## config.mk

```make
export PLATFORM = sky130hd
export DESIGN_NAME = sdram_mport_ctrl
export DESIGN_NICKNAME = d
export VERILOG_FILES = /design/src/rtl/sdram_mport_ctrl.sv
export SDC_FILE = /design/constraint.sdc
export NUM_CORES = 1
export LEC_CHECK = 0
export BUFFER_PORTS_ARGS = -buffer_cell sky130_fd_sc_hd__buf_2
export CELL_PAD_IN_SITES_DETAIL_PLACEMENT = 1
export CELL_PAD_IN_SITES_GLOBAL_PLACEMENT = 1
export CORE_MARGIN = 2
export CORE_UTILIZATION = 50
export DETAILED_ROUTE_END_ITERATION = 8
export PLACE_DENSITY = 0.85
export SLEW_MARGIN = 20
export SYNTH_ARGS = -nofsm -noshare
export SYNTH_HDL_FRONTEND = slang
export SYNTH_SLANG_ARGS = --single-unit
```

## constraint.sdc

```tcl
create_clock -name clk -period 7.5 [get_ports clk]
set_input_delay 0.375 -clock clk [delete_from_list [all_inputs] [get_ports clk]]
set_output_delay 0.375 -clock clk [all_outputs]
set_load 0.03 [all_outputs]
```

## src/rtl/sdram_mport_ctrl.sv

```systemverilog
// sdram_mport_ctrl: multi-channel SDRAM request front-end.
// Per-channel write/read FIFOs feed a single-command arbiter onto the
// SDRAM local bus; read returns are tagged with their channel through
// an in-order tag FIFO.
// Build option: define SDRAM_MPORT_FIXPRIO_EN for fixed priority
// (lowest eligible channel wins); otherwise round-robin arbitration.
`ifndef SDRAM_DATA_NBIT
`define SDRAM_DATA_NBIT 16
`endif

module sdram_mport_ctrl #(
  parameter int P_NCH       = 2,
  parameter int P_ADDR_NBIT = 16,
  parameter int P_DATA_NBIT = 16,
  parameter int P_FIFO_AW   = 3,
  parameter int P_MAX_OUTST = 4,
  parameter int CH_NBIT     = (P_NCH > 1) ? $clog2(P_NCH) : 1
) (
  input  logic                          clk,
  input  logic                          rst_n,
  input  logic [P_NCH-1:0]              wr_req,
  input  logic [P_NCH*P_ADDR_NBIT-1:0]  wr_addr,
  input  logic [P_NCH*P_DATA_NBIT-1:0]  wr_data,
  output logic [P_NCH-1:0]              wr_full,
  output logic [P_NCH-1:0]              wr_idle,
  input  logic [P_NCH-1:0]              rd_req,
  input  logic [P_NCH*P_ADDR_NBIT-1:0]  rd_addr,
  output logic [P_NCH-1:0]              rd_full,
  output logic [P_DATA_NBIT-1:0]        rd_data,
  output logic                          rd_valid,
  output logic [CH_NBIT-1:0]            rd_ch,
  input  logic                          mem_initdone,
  output logic [P_ADDR_NBIT-1:0]        mem_addr,
  output logic                          mem_write,
  output logic                          mem_read,
  output logic [`SDRAM_DATA_NBIT-1:0]   mem_wdata,
  input  logic                          mem_wait,
  input  logic [`SDRAM_DATA_NBIT-1:0]   mem_rdata,
  input  logic                          mem_rdv
);

  localparam int SD_W   = `SDRAM_DATA_NBIT;
  localparam int DEPTH  = 1 << P_FIFO_AW;
  localparam int TAG_AW = (P_MAX_OUTST > 1) ? $clog2(P_MAX_OUTST) : 1;
  localparam int TAG_CW = $clog2(P_MAX_OUTST + 1);
  localparam logic [P_FIFO_AW:0] CNT_FULL = {1'b1, {P_FIFO_AW{1'b0}}};
  localparam logic [TAG_CW-1:0]  TAG_FULL = TAG_CW'(P_MAX_OUTST);
  localparam logic [TAG_AW-1:0]  TAG_LAST = TAG_AW'(P_MAX_OUTST - 1);

  typedef enum logic [1:0] {S_INIT, S_IDLE, S_CMD} state_t;

  // Write data is placed in the upper bits of the wider memory word.
  function automatic logic [SD_W-1:0] left_justify(input logic [P_DATA_NBIT-1:0] d);
    logic [SD_W-1:0] r;
    r = '0;
    r[SD_W-1 -: P_DATA_NBIT] = d;
    return r;
  endfunction

  // Per-channel FIFO storage (data only, never reset).
  logic [P_ADDR_NBIT-1:0] wf_addr_q [P_NCH][DEPTH];
  logic [P_DATA_NBIT-1:0] wf_data_q [P_NCH][DEPTH];
  logic [P_ADDR_NBIT-1:0] rf_addr_q [P_NCH][DEPTH];
  logic [P_FIFO_AW-1:0]   wf_wp_q [P_NCH];
  logic [P_FIFO_AW-1:0]   wf_rp_q [P_NCH];
  logic [P_FIFO_AW-1:0]   rf_wp_q [P_NCH];
  logic [P_FIFO_AW-1:0]   rf_rp_q [P_NCH];
  logic [P_FIFO_AW:0]     wf_cnt_q [P_NCH];
  logic [P_FIFO_AW:0]     rf_cnt_q [P_NCH];

  // Tag FIFO: channel ids of reads accepted by memory, in issue order.
  logic [CH_NBIT-1:0] tag_q [P_MAX_OUTST];
  logic [TAG_AW-1:0]  tag_wp_q, tag_rp_q;
  logic [TAG_CW-1:0]  tag_cnt_q;

  state_t                 state_q;
  logic                   mem_write_q, mem_read_q;
  logic [P_ADDR_NBIT-1:0] mem_addr_q;
  logic [SD_W-1:0]        mem_wdata_q;
  logic [CH_NBIT-1:0]     cmd_ch_q;
  logic                   rd_valid_q;
  logic [P_DATA_NBIT-1:0] rd_data_q;
  logic [CH_NBIT-1:0]     rd_ch_q;
`ifdef SDRAM_MPORT_FIXPRIO_EN
`else
  logic [CH_NBIT-1:0]     rr_q;
`endif

  logic [P_NCH-1:0] wf_ne, rf_ne, wf_fl, rf_fl, wf_push, rf_push, wf_pop, rf_pop, elig;
  logic             tag_full, tag_ne, tag_push, tag_pop;
  logic             grant_vld, grant_go, sel_is_wr;
  logic [CH_NBIT-1:0] grant_ch;
  logic [P_ADDR_NBIT-1:0] sel_addr;
  logic [P_DATA_NBIT-1:0] sel_wdata;

  assign tag_full = (tag_cnt_q == TAG_FULL);
  assign tag_ne   = (tag_cnt_q != '0);
  assign tag_push = (state_q == S_CMD) && mem_read_q && !mem_wait;
  assign tag_pop  = mem_rdv && tag_ne;
  assign grant_go = (state_q == S_IDLE) && mem_initdone && grant_vld;

  // Per-channel status, push acceptance and arbitration eligibility.
  always_comb begin
    for (int c = 0; c < P_NCH; c++) begin
      wf_ne[c]   = (wf_cnt_q[c] != '0);
      rf_ne[c]   = (rf_cnt_q[c] != '0);
      wf_fl[c]   = (wf_cnt_q[c] == CNT_FULL);
      rf_fl[c]   = (rf_cnt_q[c] == CNT_FULL);
      wf_push[c] = wr_req[c] && !wf_fl[c];
      rf_push[c] = rd_req[c] && !rf_fl[c];
      elig[c]    = wf_ne[c] || (rf_ne[c] && !tag_full);
      wf_pop[c]  = grant_go && (grant_ch == CH_NBIT'(c)) && wf_ne[c];
      rf_pop[c]  = grant_go && (grant_ch == CH_NBIT'(c)) && !wf_ne[c];
      wr_idle[c] = !wf_ne[c] &&
                   !((state_q == S_CMD) && mem_write_q && (cmd_ch_q == CH_NBIT'(c)));
    end
  end

  assign wr_full = wf_fl;
  assign rd_full = rf_fl;

`ifdef SDRAM_MPORT_FIXPRIO_EN
  // Fixed priority: lowest-numbered eligible channel.
  always_comb begin
    grant_vld = 1'b0;
    grant_ch  = '0;
    for (int c = P_NCH - 1; c >= 0; c--) begin
      if (elig[c]) begin
        grant_vld = 1'b1;
        grant_ch  = CH_NBIT'(c);
      end
    end
  end
`else
  // Round-robin: first eligible channel at or above rr_q, else wrap to lowest.
  logic               hi_found;
  logic [CH_NBIT-1:0] hi_ch, lo_ch;
  always_comb begin
    grant_vld = 1'b0;
    hi_found  = 1'b0;
    hi_ch     = '0;
    lo_ch     = '0;
    for (int c = P_NCH - 1; c >= 0; c--) begin
      if (elig[c]) begin
        grant_vld = 1'b1;
        lo_ch     = CH_NBIT'(c);
        if (CH_NBIT'(c) >= rr_q) begin
          hi_found = 1'b1;
          hi_ch    = CH_NBIT'(c);
        end
      end
    end
    grant_ch = hi_found ? hi_ch : lo_ch;
  end
`endif

  // Head-of-queue command of the granted channel; a pending write beats a read.
  always_comb begin
    sel_is_wr = 1'b0;
    sel_addr  = '0;
    sel_wdata = '0;
    for (int c = 0; c < P_NCH; c++) begin
      if (grant_ch == CH_NBIT'(c)) begin
        sel_is_wr = wf_ne[c];
        sel_addr  = wf_ne[c] ? wf_addr_q[c][wf_rp_q[c]] : rf_addr_q[c][rf_rp_q[c]];
        sel_wdata = wf_data_q[c][wf_rp_q[c]];
      end
    end
  end

  // FIFO storage writes.
  always_ff @(posedge clk) begin
    for (int c = 0; c < P_NCH; c++) begin
      if (wf_push[c]) begin
        wf_addr_q[c][wf_wp_q[c]] <= wr_addr[c*P_ADDR_NBIT +: P_ADDR_NBIT];
        wf_data_q[c][wf_wp_q[c]] <= wr_data[c*P_DATA_NBIT +: P_DATA_NBIT];
      end
      if (rf_push[c]) begin
        rf_addr_q[c][rf_wp_q[c]] <= rd_addr[c*P_ADDR_NBIT +: P_ADDR_NBIT];
      end
    end
    if (tag_push) tag_q[tag_wp_q] <= cmd_ch_q;
  end

  // FIFO pointers and occupancy counts.
  always_ff @(posedge clk) begin
    if (!rst_n) begin
      for (int c = 0; c < P_NCH; c++) begin
        wf_wp_q[c] <= '0;  wf_rp_q[c] <= '0;  wf_cnt_q[c] <= '0;
        rf_wp_q[c] <= '0;  rf_rp_q[c] <= '0;  rf_cnt_q[c] <= '0;
      end
    end else begin
      for (int c = 0; c < P_NCH; c++) begin
        if (wf_push[c]) wf_wp_q[c] <= wf_wp_q[c] + 1'b1;
        if (wf_pop[c])  wf_rp_q[c] <= wf_rp_q[c] + 1'b1;
        if (rf_push[c]) rf_wp_q[c] <= rf_wp_q[c] + 1'b1;
        if (rf_pop[c])  rf_rp_q[c] <= rf_rp_q[c] + 1'b1;
        case ({wf_push[c], wf_pop[c]})
          2'b10:   wf_cnt_q[c] <= wf_cnt_q[c] + 1'b1;
          2'b01:   wf_cnt_q[c] <= wf_cnt_q[c] - 1'b1;
          default: wf_cnt_q[c] <= wf_cnt_q[c];
        endcase
        case ({rf_push[c], rf_pop[c]})
          2'b10:   rf_cnt_q[c] <= rf_cnt_q[c] + 1'b1;
          2'b01:   rf_cnt_q[c] <= rf_cnt_q[c] - 1'b1;
          default: rf_cnt_q[c] <= rf_cnt_q[c];
        endcase
      end
    end
  end

  // Tag FIFO pointers and count; depth need not be a power of two.
  always_ff @(posedge clk) begin
    if (!rst_n) begin
      tag_wp_q  <= '0;
      tag_rp_q  <= '0;
      tag_cnt_q <= '0;
    end else begin
      if (tag_push) tag_wp_q <= (tag_wp_q == TAG_LAST) ? '0 : tag_wp_q + 1'b1;
      if (tag_pop)  tag_rp_q <= (tag_rp_q == TAG_LAST) ? '0 : tag_rp_q + 1'b1;
      case ({tag_push, tag_pop})
        2'b10:   tag_cnt_q <= tag_cnt_q + 1'b1;
        2'b01:   tag_cnt_q <= tag_cnt_q - 1'b1;
        default: tag_cnt_q <= tag_cnt_q;
      endcase
    end
  end

  // Read return: one cycle after mem_rdv, tagged with the popped channel.
  always_ff @(posedge clk) begin
    if (!rst_n) begin
      rd_valid_q <= 1'b0;
      rd_data_q  <= '0;
      rd_ch_q    <= '0;
    end else begin
      rd_valid_q <= tag_pop;
      if (tag_pop) begin
        rd_data_q <= mem_rdata[SD_W-1 -: P_DATA_NBIT];
        rd_ch_q   <= tag_q[tag_rp_q];
      end
    end
  end

  // Arbiter FSM with registered command outputs.
  always_ff @(posedge clk) begin
    if (!rst_n) begin
      state_q     <= S_INIT;
      mem_write_q <= 1'b0;
      mem_read_q  <= 1'b0;
      mem_addr_q  <= '0;
      mem_wdata_q <= '0;
      cmd_ch_q    <= '0;
`ifndef SDRAM_MPORT_FIXPRIO_EN
      rr_q        <= '0;
`endif
    end else begin
      case (state_q)
        S_INIT: begin
          if (mem_initdone) state_q <= S_IDLE;
        end
        S_IDLE: begin
          if (!mem_initdone) begin
            state_q <= S_INIT;
          end else if (grant_vld) begin
            state_q    <= S_CMD;
            cmd_ch_q   <= grant_ch;
            mem_addr_q <= sel_addr;
            if (sel_is_wr) begin
              mem_write_q <= 1'b1;
              mem_wdata_q <= left_justify(sel_wdata);
            end else begin
              mem_read_q  <= 1'b1;
            end
`ifndef SDRAM_MPORT_FIXPRIO_EN
            rr_q <= (grant_ch == CH_NBIT'(P_NCH - 1)) ? '0 : grant_ch + 1'b1;
`endif
          end
        end
        S_CMD: begin
          if (!mem_wait) begin
            mem_write_q <= 1'b0;
            mem_read_q  <= 1'b0;
            state_q     <= mem_initdone ? S_IDLE : S_INIT;
          end
        end
        default: state_q <= S_INIT;
      endcase
    end
  end

  assign mem_write = mem_write_q;
  assign mem_read  = mem_read_q;
  assign mem_addr  = mem_addr_q;
  assign mem_wdata = mem_wdata_q;
  assign rd_valid  = rd_valid_q;
  assign rd_data   = rd_data_q;
  assign rd_ch     = rd_ch_q;

endmodule

```

# After elaboration in Yosys (flattened, before gate mapping)
# Memories as Yosys holds them, arrays and structs flattened. A register that Yosys moved wholly into a read port is not among the register bits.
# Index checks and enable logic that the tools add are counted.
# totals
ff_bits	62
mem_bits_rw	812
inputBits	121
memories	10
# op_classes
n_bitwise	30
n_eq_ne	26
n_reduce_logical	56
muxes	147
n_addsub	21
n_lt_le_gt_ge	14
# mem_list
name	depth	word_bits	rd	rd_ports_with_merged_regs	write_ports	line	rtl
rf_addr_q	2	128	2	0	2	63	logic [P_ADDR_NBIT-1:0] rf_addr_q [P_NCH][DEPTH];
wf_addr_q	2	128	2	0	2	61	logic [P_ADDR_NBIT-1:0] wf_addr_q [P_NCH][DEPTH];
wf_data_q	2	128	2	0	2	62	logic [P_DATA_NBIT-1:0] wf_data_q [P_NCH][DEPTH];
rf_cnt_q	2	4	2	0	2	69	logic [P_FIFO_AW:0] rf_cnt_q [P_NCH];
wf_cnt_q	2	4	2	0	2	68	logic [P_FIFO_AW:0] wf_cnt_q [P_NCH];
rf_rp_q	2	3	2	0	2	67	logic [P_FIFO_AW-1:0] rf_rp_q [P_NCH];
4 more memories	--	--	--	--	--	--	
# op_table
op	n
$mux W128	4
$mux W16	20
$bmux W16 S3	6
$demux W16 S3	4
$mux W1	83
$mux W4	12
$ge A4 B4 Y1 const B	8
$not A3 Y4	8
$add A3 B1 Y3 const B	9
$logic_and A1 B1 Y1	26
$mux W3	8
$or A1 B1 Y1	20
$add A4 B1 Y4 const B	4
$eq A2 B2 Y1 const B	8
$eq A4 B4 Y1 const B	4
$lt A4 B1 Y1 const B	4
$reduce_bool A4 Y1	4
$sub A4 B1 Y4 const B	4
$eq A2 B1 Y1 const B	6
$mux W2	6
$ne A2 B2 Y1 const B	6
$logic_not A1 Y1	11
$reduce_and A5 Y1	2
$reduce_or A2 Y1	4
16 further kinds	23

# Longest topological paths before layout
# logic_depth
depth_word	18
mapped_depth	16
depth_no_buf	15

# Least setup slack after synthesis
# No wires, ideal clock.
# synth_timing
path_type	reg2reg
from	memory wf_cnt_q[1][0] (netlist name)
to	memory wf_addr_q[0][240] (netlist name) (enable)
setup_time_ns	0.502
path_stages_with_launch	6
n_path_buf	0
slack_ns	3.021
t_arrival_ns	3.977
cell_sequence	edfxtp_1 -> inv_1 -> ha_1 -> nand3b_1 -> nand2_1 -> nor4_1
# synth_lines
item	line
from (decl)	68
to (decl)	61

==> qor.yml <==
clock_network:
  worstSkewPairLatency_ps: 670
  ctsResizeCount: 0
  cts_buffers: 88
  htree_num_levels: 3
  cts_root_buffer: "clkbuf_16"
  cts_sinks: 875
  cts_tree: "done"
  cts_setup_buffers: 0
  clk_pin_slew_worst_paths_ps: 70
  clockBufferDepth: 3
yosys:
  synthDistinctLibCells: 62
  syn-cell-area_mm2: 0.0345
  synth-edff-count: 812
  avgSynthCellArea_um2: 19.3
  yosysSeqAreaShare_pct: 74.4
  synth_top_area_share_pct: 70.8
  async_reset_ff_share_pct: 0
  synthCells: 1783
  synth_nets: 1934
  yosysTopAreaCell: "edfxtp_1"
  ys.flop_type: "edfxtp_1"
  ys_ff_latch: 875
  synthTopCellsByArea: "edfxtp_1 71%, mux4_2 11%, dfxtp_1 3.7%"
  ys_warn_count: 0
detailed_routing:
  first_pass_iters: 5
  via_per_inst: 6.23
  ant_nets: 0
  wire_per_inst_um: 29.8
  drc_errors: 0
  first_iter_violations: 1732
  via_count: 19000
  finalWirelength_um: 90800
placement:
  dp_cells: 2792
  dpl-instance-area_mm2: 0.0365
  gp_congestion: 0.814
  port_buffers: 178
  place_ws_ps: 2840
  dp_hpwl_um: 51300
sta:
  worst_slack_ps: 2590
  clock.fmax_mhz: 204
  hold_viol_final: 0
  tns_ps: 0
  slew_violations: 0
  clock_skew_ps: 35.3
  tightestPinTransition_ps: 1110
  maxSlewHeadroom_pct: 25.9
  setup_violations: 0
  period_share_pct: 65.5
  rsz0062_at_grt: "no"
  hold_ws_ps: 17.6
  finalCriticalPeriod_ps: 4910
die:
  dieHeight_um: 267
  start_util_pct: 50.3
  core-area_mm2: 0.0685
  die_w_um: 267
  dieArea_mm2: 0.0710
  io_pins: 179
  rows: 96
global_routing:
  grt_pass1_wl_um: 134000
  grt.total_usage_pct: 25.8
  use_met2_pct: 42.9
  grt_max_degree: 61
  grt_pass1_vias: 20300
  antenna_found_initial: 15
  overflow: 0
  gr-usage-met1_pct: 32.9
  grtUsageMet3_pct: 5.92
  busiest_layer: "met2"
power:
  power.leakage_nw: 13.6
  irDropWorstVdd_mv: 0.176
  p_total_mw: 11.1
  power_density_mw_per_mm2: 276
layout:
  fin_cells: 3051
  fillers: 5963
  stdcell_area_mm2: 0.0404
  area_delta_synth_final_pct: 17.2
  final_cell_mix: "812 x edfxtp_1, 178 x buf_2, 173 x mux4_2"
  layout-drive-gt1-share_pct: 26.0
  final_common_cell: "edfxtp_1"
  nNetsFinal: 2243
  fin_util_pct: 59.0
critical_path:
  crit_type: "reg -> reg"
  worstPathArrival_ps: 5310
  critPathCaptureType: "flip-flop"
  max_stage_delay_ps: 930
  crit_required_ps: 7900
  start_kind: "flip-flop"
  crit_path_max_fanout: 36
  path_cells: "nor4_4 -> buf_4 -> o21a_1 -> a2bb2oi_4 -> nand3_1 -> ha_1 -> o41ai_1 -> nor3_1 -> a221oi_1 -> a21oi_1"
  crit_family: "compound AO/OA/AOI/OAI gates"
  slowest_stage: "o41ai_1"
  critPathBufInv: 1
job:
  cap_viol_max_count: 0
outcome:
  outcome: "finished clean"
min_path:
  min_path_type: "in -> reg"
worst paths after layout:
check / depth (start not counted) / slack [ps] / to / start
max: 10 / 2590 / rf_cnt_q[1][2] / wf_cnt_q[0][2]
min: 1 / 20 / wf_data_q[0][223] / wr_data[31]
max reg2reg: 10 / 2590 / rf_cnt_q[1][2] / wf_cnt_q[0][2]
min reg2reg: 2 / 470 / rd_data[14] / rd_data[14]
repair_timing:
item / in CTS / in global routing
endpoints found under the hold margin: 557 / 0
endpoints found under the setup margin: 0 / 0
hold buffers: 90 / 0
registers in the layout, indices dropped and copies added, names as in the netlist, 8 cells and up:
register / cells
rf_addr_q: 256
rd_data: 16
mem_addr: 16
mem_wdata: 16
wf_data_q: 256
wf_addr_q: 256
rf_cnt_q: 8
wf_cnt_q: 8
synthesized netlist by cell type, types with 3 or more instances:
library cell and n:
edfxtp_1 812, mux4_2 173, nand2_1 106, mux2i_1 94, dfxtp_1 63, nor2_1 50
buf_2 35, inv_1 35, nor2b_1 33, a22oi_1 30, ha_1 29, a211oi_1 28
clkbuf_1 25, nor3_1 25, a21oi_1 24, a21boi_0 22, nand3_1 17, a2111oi_0 16
a211o_1 16, a32o_1 16, and2_1 11, o21ai_0 11, xnor2_1 11, buf_1 9
buf_4 9, nand2b_1 9, buf_6 8, and3_1 7, xor2_1 5, a31oi_1 4
nor4_1 4, o21a_1 4, a221oi_1 3, nand4_1 3, nor3b_1 3
cells by family (layout without fill, tap and decap cells):
family / after synthesis / in the layout / synth area share [%]
buffers and inverters: 122 / 503 / 1.74
DFF: 875 / 875 / 74.4
muxes: 267 / 267 / 14.0
adders and majority gates: 30 / 30 / 1.11
AOI/OAI and AO/OA: 189 / 189 / 4.23
other: 0 / 5 / 0
and+or+nand+nor: 284 / 284 / 4.06
xor gates and xnor gates: 16 / 16 / 0.407
area by class of cell:
cell class                      count  area, um^2  share of cell area (%)
Sequential cell                   875       25600                    63.5
Multi-Input combinational cell    786        8450                    20.9
Clock buffer                      122        2400                    5.95
Timing Repair Buffer              306        2100                    5.21
Tap cell                          882        1100                    2.73
Clock inverter                     40         528                    1.31
Inverter                           35         131                   0.325
Antenna cell                        5        12.5                  0.0310
power by group:
group | switching (mW) | internal (mW)
clock | 1.91 | 2.57
sequential | 0.125 | 5.59
combinational | 0.608 | 0.339
per-layer routing:
metal,up-vias,wire (um)
met1,9898,34000
li1,7863,-
met2,1006,45800
met4,18,3470
met3,212,7490
met5,-,108
(Power assumes the default switching activity.)
